## src/rtl/mux_arb_pkg.sv

```systemverilog
// Shared encodings and constants for the N-to-1 arbitrated mux.
// Optional xfer_count port is enabled by MUX_ARB_XFER_COUNT_EN.
package mux_arb_pkg;

  localparam logic MODE_FIXED = 1'b0;
  localparam logic MODE_RR    = 1'b1;

  localparam int XFER_CNT_W = 16;

endpackage

```

## src/rtl/mux_nto1_arb_rr_arbiter.sv

```systemverilog
// Combinational round-robin search starting after last_grant.
// State lives in the parent; this block only picks a winner.
module rr_arbiter #(
  parameter int N  = 4,
  parameter int SW = $clog2(N)
) (
  input  logic [N-1:0]  req,
  input  logic [SW-1:0] last_grant,
  output logic          grant_valid,
  output logic [SW-1:0] grant_index
);

  always_comb begin
    int idx;
    logic [SW-1:0] pos;
    grant_valid = 1'b0;
    grant_index = '0;
    idx = 0;
    pos = '0;
    for (int k = 1; k <= N; k++) begin
      idx = (int'(last_grant) + k) % N;
      pos = SW'(idx);
      if (!grant_valid && req[pos]) begin
        grant_valid = 1'b1;
        grant_index = pos;
      end
    end
  end

endmodule

```

## src/rtl/mux_nto1_arb.sv

```systemverilog
// N-to-1 word mux with fixed or round-robin selection and a
// registered output. MUX_ARB_XFER_COUNT_EN adds xfer_count.
module mux_nto1_arb
  import mux_arb_pkg::*;
#(
  parameter int WORD_LENGTH = 32,
  parameter int NUM_INPUTS  = 4,
  parameter int SEL_WIDTH   = $clog2(NUM_INPUTS)
) (
  input  logic                        clk,
  input  logic                        reset,
  input  logic                        mode,
  input  logic [SEL_WIDTH-1:0]        selector,
  input  logic [NUM_INPUTS-1:0]       in_valid,
  input  logic [NUM_INPUTS*WORD_LENGTH-1:0] in_data,
  output logic [NUM_INPUTS-1:0]       in_ready,
  output logic                        out_valid,
  output logic [WORD_LENGTH-1:0]      out_data,
  output logic [SEL_WIDTH-1:0]        out_source,
  input  logic                        out_ready
`ifdef MUX_ARB_XFER_COUNT_EN
  ,
  output logic [XFER_CNT_W-1:0]       xfer_count
`endif
);

  localparam int N  = NUM_INPUTS;
  localparam int SW = SEL_WIDTH;
  localparam int W  = WORD_LENGTH;

  logic [W-1:0]  ch [N];
  logic [SW-1:0] last_grant;
  logic          load_en;
  logic          sel_ok;
  logic          fix_grant;
  logic          rr_valid;
  logic [SW-1:0] rr_index;
  logic          grant;
  logic [SW-1:0] gidx;
  logic          take;

  for (genvar i = 0; i < N; i++) begin : g_split
    assign ch[i] = in_data[i*W +: W];
  end

  // A full-range selector cannot go out of bounds.
  if ((1 << SW) == N) begin : g_sel_full
    assign sel_ok = 1'b1;
  end else begin : g_sel_part
    assign sel_ok = selector < SW'(N);
  end

  rr_arbiter #(
    .N  (N),
    .SW (SW)
  ) u_rr (
    .req         (in_valid),
    .last_grant  (last_grant),
    .grant_valid (rr_valid),
    .grant_index (rr_index)
  );

  assign load_en   = ~out_valid | out_ready;
  assign fix_grant = sel_ok & in_valid[selector];
  assign grant     = (mode == MODE_RR) ? rr_valid : fix_grant;
  assign gidx      = (mode == MODE_RR) ? rr_index : selector;
  assign take      = grant & load_en & ~reset;

  assign in_ready = take
    ? ({{(N-1){1'b0}}, 1'b1} << gidx)
    : '0;

  always_ff @(posedge clk) begin
    if (reset) begin
      out_valid  <= 1'b0;
      out_data   <= '0;
      out_source <= '0;
      last_grant <= SW'(N-1);
    end else if (take) begin
      out_valid  <= 1'b1;
      out_data   <= ch[gidx];
      out_source <= gidx;
      if (mode == MODE_RR)
        last_grant <= gidx;
    end else if (out_ready) begin
      out_valid <= 1'b0;
    end
  end

`ifdef MUX_ARB_XFER_COUNT_EN
  always_ff @(posedge clk) begin
    if (reset)
      xfer_count <= '0;
    else if (out_valid & out_ready)
      xfer_count <= xfer_count + 1'b1;
  end
`endif

endmodule

```

## config.mk

```make
export PLATFORM = sky130hd
export DESIGN_NAME = mux_nto1_arb
export DESIGN_NICKNAME = d
export VERILOG_FILES = /design/src/rtl/mux_arb_pkg.sv /design/src/rtl/mux_nto1_arb_rr_arbiter.sv /design/src/rtl/mux_nto1_arb.sv
export SDC_FILE = /design/constraint.sdc
export NUM_CORES = 1
export LEC_CHECK = 0
export BUFFER_PORTS_ARGS = -buffer_cell sky130_fd_sc_hd__buf_4
export CAP_MARGIN = 20
export CORE_UTILIZATION = 47
export DETAILED_ROUTE_END_ITERATION = 10
export HOLD_SLACK_MARGIN = 0.05
export PLACE_DENSITY = 0.93
export SLEW_MARGIN = 30
export SYNTH_ARGS = -nofsm -noshare
export SYNTH_HDL_FRONTEND = slang
export SYNTH_SLANG_ARGS = --single-unit
```

## constraint.sdc

```tcl
create_clock -name clk -period 3 [get_ports clk]
set_clock_uncertainty 0.05 [all_clocks]
set_input_delay 0.45 -clock clk [delete_from_list [all_inputs] [get_ports clk]]
set_output_delay 0.45 -clock clk [all_outputs]
set_load 0.01 [all_outputs]
```

[Word level (Yosys, flattened, before mapping)]
Index checks and enable logic that the tools add are counted.
Widths: inputs -> output; s select.
Storage, ports and cells
  logic and storage cells: 55
  memory bits (writable): 0
  latch bits: 0
  bits in registers: 37
  memory bits (read-only): 0
  output and inout bits: 39
  memories kept: 0
  bits of input ports: 138
Cells by class
  divide/modulo/power cells: 0
  add/subtract/negate cells: 4
  bitwise gates (word level): 6
  multiplexer cells: 26
  reductions and logical operators: 8
  $lt $le $gt $ge: 6
  shift operators: 1
  multipliers: 0
  eq/ne operators: 0
Operators by type and width (count)
  $bmux 32 s2: 1
  $mux 32: 2
  $lt 2x3->1 const B: 5
  $mux 1: 12
  $bmux 1 s2: 5
  $mux 2: 5
  $add 2x1->2 const B: 2
  $add 2x2->2 const B: 2
  $mux 4: 1
  $shl 1x2->4 const A: 1
  $ge 3x3->1 const B: 1
  $logic_and 1x1->1: 3
  $logic_not 1->1: 3
  $not 2->3: 1
  $and 1x1->1: 2
  $not 1->1: 2
  $reduce_and 2->1: 1
  $reduce_bool 2->1: 1
  $or 1x1->1: 1

[Logic depth before layout (Yosys ltp)]
  depth in word-level cells: 18
  depth in mapped cells: 9
  mapped depth without buffers: 5

[Modules after synthesis]
A second synthesis with hierarchy kept.
Second synthesis, totals
  cell total of the unflattened synthesis: 264
  area total of the unflattened synthesis: 2633.8 um^2
By module, submodules not included
  mux_nto1_arb: area an instance 2542.4 um^2, cells each 250, seq. area each 740.7 um^2, times used 1
  rr_arbiter: area an instance 91.3 um^2, cells each 14, seq. area each 0.0 um^2, times used 1

[Worst setup path after synthesis]
No wires, ideal clock.
  kind: in2out
  start: input port in_valid[3]
  end: output port in_ready[0]
  data required time: 2.500 ns
  stages: 8
  buffers on the path: 3
  setup slack: 0.360 ns
  data arrival time: 2.140 ns
  cell sequence: buf_2 > mux2_1 > or4b_4 > a211oi_4 > or3_4 > buf_6 > buf_6 > nor3_1
Between the ends
  longest elaborated chain between the ends: 16
  elaborated cells between the ends (all ways): 30
  those cells by class: shift (1); mux (21); bitwise (2); reduce/logical (6)
Ends and longest elaborated chain
  from (decl): RTL line mux_nto1_arb.sv:14  | input logic [NUM_INPUTS-1:0] in_valid,
  $bmux 1 s2: RTL line mux_nto1_arb_rr_arbiter.sv:23  | if (!grant_valid && req[pos]) begin
  $mux 1 (implied by the code): RTL line mux_nto1_arb_rr_arbiter.sv:23
  $mux 1: RTL line mux_nto1_arb_rr_arbiter.sv:23
  $logic_not 1->1: RTL line mux_nto1_arb_rr_arbiter.sv:23
  $logic_and 1x1->1: RTL line mux_nto1_arb_rr_arbiter.sv:23
  $mux 1: RTL line mux_nto1_arb_rr_arbiter.sv:23
  $logic_not 1->1: RTL line mux_nto1_arb_rr_arbiter.sv:23
  $logic_and 1x1->1: RTL line mux_nto1_arb_rr_arbiter.sv:23
  $mux 1: RTL line mux_nto1_arb_rr_arbiter.sv:23
  $logic_not 1->1: RTL line mux_nto1_arb_rr_arbiter.sv:23
  $logic_and 1x1->1: RTL line mux_nto1_arb_rr_arbiter.sv:23
  $mux 1: RTL line mux_nto1_arb_rr_arbiter.sv:23
  $mux 1: RTL line mux_nto1_arb.sv:65  | assign grant = (mode == MODE_RR) ? rr_valid : fix_grant;
  $and 1x1->1 (2 in series): RTL line mux_nto1_arb.sv:67  | assign take = grant & load_en & ~reset;
  $mux 4 (*): RTL line mux_nto1_arb.sv:70  | ? ({{(N-1){1'b0}}, 1'b1} << gidx)
  to (decl): RTL line mux_nto1_arb.sv:16  | output logic [NUM_INPUTS-1:0] in_ready,
Mark *: on every way between the ends. The rest lies on a longest branch, timed or not. The select of a mux whose other input is x is not followed.

[Worst setup path after layout]
  start: register last_grant[1]
  end: output port in_ready[0]
Between the ends
  longest elaborated chain between the ends: 17
  elaborated cells between the ends (all ways): 32
  those cells by class: add/sub (4); shift (1); mux (19); bitwise (2); reduce/logical (6)
Ends and longest elaborated chain
  from (decl): RTL line mux_nto1_arb.sv:32  | logic [SW-1:0] last_grant;
  from (signal assigned): RTL line mux_nto1_arb.sv:78  | last_grant <= SW'(N-1);
  from (signal assigned): RTL line mux_nto1_arb.sv:84  | last_grant <= gidx;
  $add 2x1->2: RTL line mux_nto1_arb_rr_arbiter.sv:21  | idx = (int'(last_grant) + k) % N;
  $bmux 1 s2: RTL line mux_nto1_arb_rr_arbiter.sv:23
  $mux 1 (implied by the code): RTL line mux_nto1_arb_rr_arbiter.sv:23
  $mux 1: RTL line mux_nto1_arb_rr_arbiter.sv:23
  $logic_not 1->1: RTL line mux_nto1_arb_rr_arbiter.sv:23
  $logic_and 1x1->1: RTL line mux_nto1_arb_rr_arbiter.sv:23
  $mux 1: RTL line mux_nto1_arb_rr_arbiter.sv:23
  $logic_not 1->1: RTL line mux_nto1_arb_rr_arbiter.sv:23
  $logic_and 1x1->1: RTL line mux_nto1_arb_rr_arbiter.sv:23
  $mux 1: RTL line mux_nto1_arb_rr_arbiter.sv:23
  $logic_not 1->1: RTL line mux_nto1_arb_rr_arbiter.sv:23
  $logic_and 1x1->1: RTL line mux_nto1_arb_rr_arbiter.sv:23
  $mux 1: RTL line mux_nto1_arb_rr_arbiter.sv:23
  $mux 1: RTL line mux_nto1_arb.sv:65
  $and 1x1->1 (2 in series): RTL line mux_nto1_arb.sv:67
  $mux 4 (*): RTL line mux_nto1_arb.sv:70
Marked as above.

==> results.md <==
* Outcome: complete, no violations
* Final hold viol count at 0
* CTS root buffer: clkbuf_8
* Antenna cells at 0
* PortBufs at between 150 and 200
* Max_cap viols at 0
* Post-Layout Cell Count at 746
* Storage cell area at 742.0 um2
* YS warnings at 0
* Die height at roughly 87 um
* RSZ-0062 raised after global routing: false
* VDD IR-drop max at roughly 0.21 mV
* Gp weighted congestion at approximately 0.91
* Vias per std cell at ~6.5
* Cts bufs inserted at 5
* Sw Pwr at ~0.75 mW
* Post-route ant nets at 0
* Fmax at 352.0 MHz
* Total power at 1.934 mW
* Slew Viols, Final at 0
* Total gr overflow at 0
* DP HPWL at 9167 um
* Post-synth net total at ~660
* First-pass DRT Iterations at 6
* Clk slew on worst S/H paths at 0.07 ns
* Pwr per Cell Area at 397.2 nW/um2
* Vias at between 4000 and 5000
* Number of global-route vias before repair at 4379
* Largest net degree at the start of global routing at 42
* Largest cells by area after synthesis: dfxtp_1, nand2_1, a21oi_1, o2111ai_1, a221oi_1
* Setup TNS at 0 ns
* Initial Util at 0.4971
* Int Pwr at ~1.2 mW
* Net Sw Frac at 0.3868
* Final wirelength at 13380 um
* Drt initial violations at between 500 and 600
* Worst skew pair latency at about 0.28 ns
* I/O Pins at roughly 180
* Final setup viols at 0
* Hold Path Class: primary input to flip-flop
* Layout cell share with drive strength beyond 1 at 0.3385
* CTS tree: built
* Avg Cell Area, Syn at around 6.6 um2
* First-pass GRT wire length at 20510 um
* Post-route cell area at a little under 5000 um2
* Drt drc at 0
* Slew HR at 0.3934
* Nets at 787
* Chip width at a little under 90 um
* Core ar. at 6907 um2
* Area occupied by multi-input gates at approximately 2300 um2
* Placed Instance Area at roughly 4800 um2
* Sequential share of power at 0.316
* Kind of critical path: flip-flop to primary output
* CP max FO at 11
* Fill count at roughly 640
* Max clock buf depth at 2
* Data arrival time of the worst path at 2.34 ns
* P&R area growth vs syn at 41.80%
* Post-Syn Area at 3433 um2
* GRT Util Overall at 0.3383
* Leak at roughly 2.1 nW
* WHS at between 0.3 and 0.4 ns
* Crit start category: flip-flop
* Die area at 7651 um2
* WP data required at around 2.5 ns
* Sequential share of the synthesized area at 0.2157
* Synthesized flop and latch total at 37
* Clk network pwr share at 0.206
* Comb pwr share at 0.478
* Period utilization at 0.9469
* Yosys top cell by area: dfxtp_1
* Clock sinks at 37
* Netlist cell types at 32
* Worst Tran Pin Value at about 0.9 ns
* Placed Cells at 736
* # hold bufs at CTS at 0
* Routed wire per std cell at approximately 18 um
* Initial antenna violation count at 0
* Row cnt at 30
* H-tree depth at 2
* Endpoint type of the worst setup path: primary output
* Post-synth top area share at 0.2157
* Post-Syn Instances at between 500 and 600
* Period minus WS final at between 2 and 3 ns
## cells in the mapped netlist, drive strengths merged
| master | count |
|---|---|
| nand2 | 100 |
| nor2 | 6 |
| o211a | 2 |
| nand2b | 4 |
| or2 | 3 |
| a221oi | 32 |
| o22ai | 1 |
| nor3 | 5 |
| mux2i | 5 |
| o2111ai | 33 |
| nor4 | 33 |
| mux4 | 1 |
| a21oi | 67 |
| dfxtp | 37 |
| or3 | 1 |
| mux2 | 1 |
| a211oi | 1 |
| buf | 16 |
| nor2b | 3 |
| o21ai | 37 |
| o32ai | 32 |
| a21o | 1 |
| or4b | 1 |
| clkbuf | 55 |
| inv | 34 |
| o211ai | 3 |
| o2111a | 1 |
| o22a | 1 |
| and2 | 1 |
## layout by cell type (no fill, tap or decap)
master,instances
nand2_1,100
mux2i_1,5
nor2_1,5
nand2b_2,1
or3_4,1
dfxtp_2,1
a21o_1,1
o2111a_1,1
nor2b_1,2
o211a_1,1
o2111ai_2,1
o2111ai_1,32
o32ai_1,32
a211oi_4,1
a21oi_1,67
mux2_1,1
nor2b_2,1
inv_1,34
o21ai_0,32
clkbuf_8,7
o22ai_2,1
nor4_1,33
dfxtp_1,36
or2_2,3
and2_1,1
o21ai_4,1
o211a_2,1
buf_4,195
clkinv_2,1
o22a_2,1
o211ai_1,3
nor2_2,1
a221oi_1,32
nor3_1,5
or4b_4,1
or3_2,1
mux4_2,1
nand2b_1,3
o21ai_1,4
## state kept, by name (all words and copies together) (netlist names)
| name | cells |
|---|---|
| out_source | 2 |
| last_grant | 2 |
| out_data | 32 |
| out_valid | 1 |
## cell families after synthesis
family | share of synthesized area
compound gates | 0.4271
flops | 0.2157
buf+inv | 0.1221
mux | 0.02442
simple gates | 0.2106
## metal layers
layer	vias to the layer above	track usage	share of wire
li1	2225	-	-
met1	2197	0.4070	0.37
met2	356	0.5653	0.48
met3	55	0.07014	0.11
met4	0	0.1773	0.040
met5	-	0	0
## critical path, stage by stage, from the launching register on
cell and delay (ns):
dfxtp_2 0.43, mux2_1 0.35, or4b_4 0.51, a211oi_4 0.25
or3_4 0.26, nor3_1 0.08, buf_4 0.18
## timing repair
item | in CTS | in global routing
pin swaps | 2 | 0
cloned | 1 | 0
setup endpoints to repair | 4 | 2
buffers inserted | 1 | 0
gates resized for setup | 0 | 1
## power groups by stage
stage	registers, mW	clock network (mW)	logic, mW
after floorplan	0.639	0	0.496
final	0.612	0.398	0.924
after global routing	0.619	0.414	0.997
after detailed placement	0.620	0	0.901
after CTS	0.610	0.399	0.908
after global placement	0.619	0	0.875
## stage by stage
step	setup WS, ns	utilization
3_5_place_dp	0.1055	0.6879
2_1_floorplan	0.3595	-
3_3_place_gp	0.2195	0.6868
4_1_cts	0.07065	0.7047
5_1_grt	0.1006	0.7049
6_report	0.1594	0.7049
## area by class of cell
type / count / share of cell area
Multi-Input combinational cell: 376 / 0.4752
Timing Repair Buffer: 195 / 0.3007
Clock buffer: 7 / 0.01979
Clock inverter: 1 / 0.001028
Sequential cell: 37 / 0.1524
Inverter: 34 / 0.02621
Tap cell: 96 / 0.02467
## worst paths after layout
path                         startpoint                        end  slack [ns]  cells past startpoint
min reg2reg   out_data[16]$_SDFFE_PP0P_  out_data[16]$_SDFFE_PP0P_        0.41                      2
max reg2reg  last_grant[1]$_SDFFE_PP1P_   out_data[0]$_SDFFE_PP0P_        0.56                      6
min                               reset     out_valid$_SDFFE_PP0P_        0.34                      2
max          last_grant[1]$_SDFFE_PP1P_                in_ready[0]        0.16                      6
No activity file was read; power rests on OpenSTA's default activity.
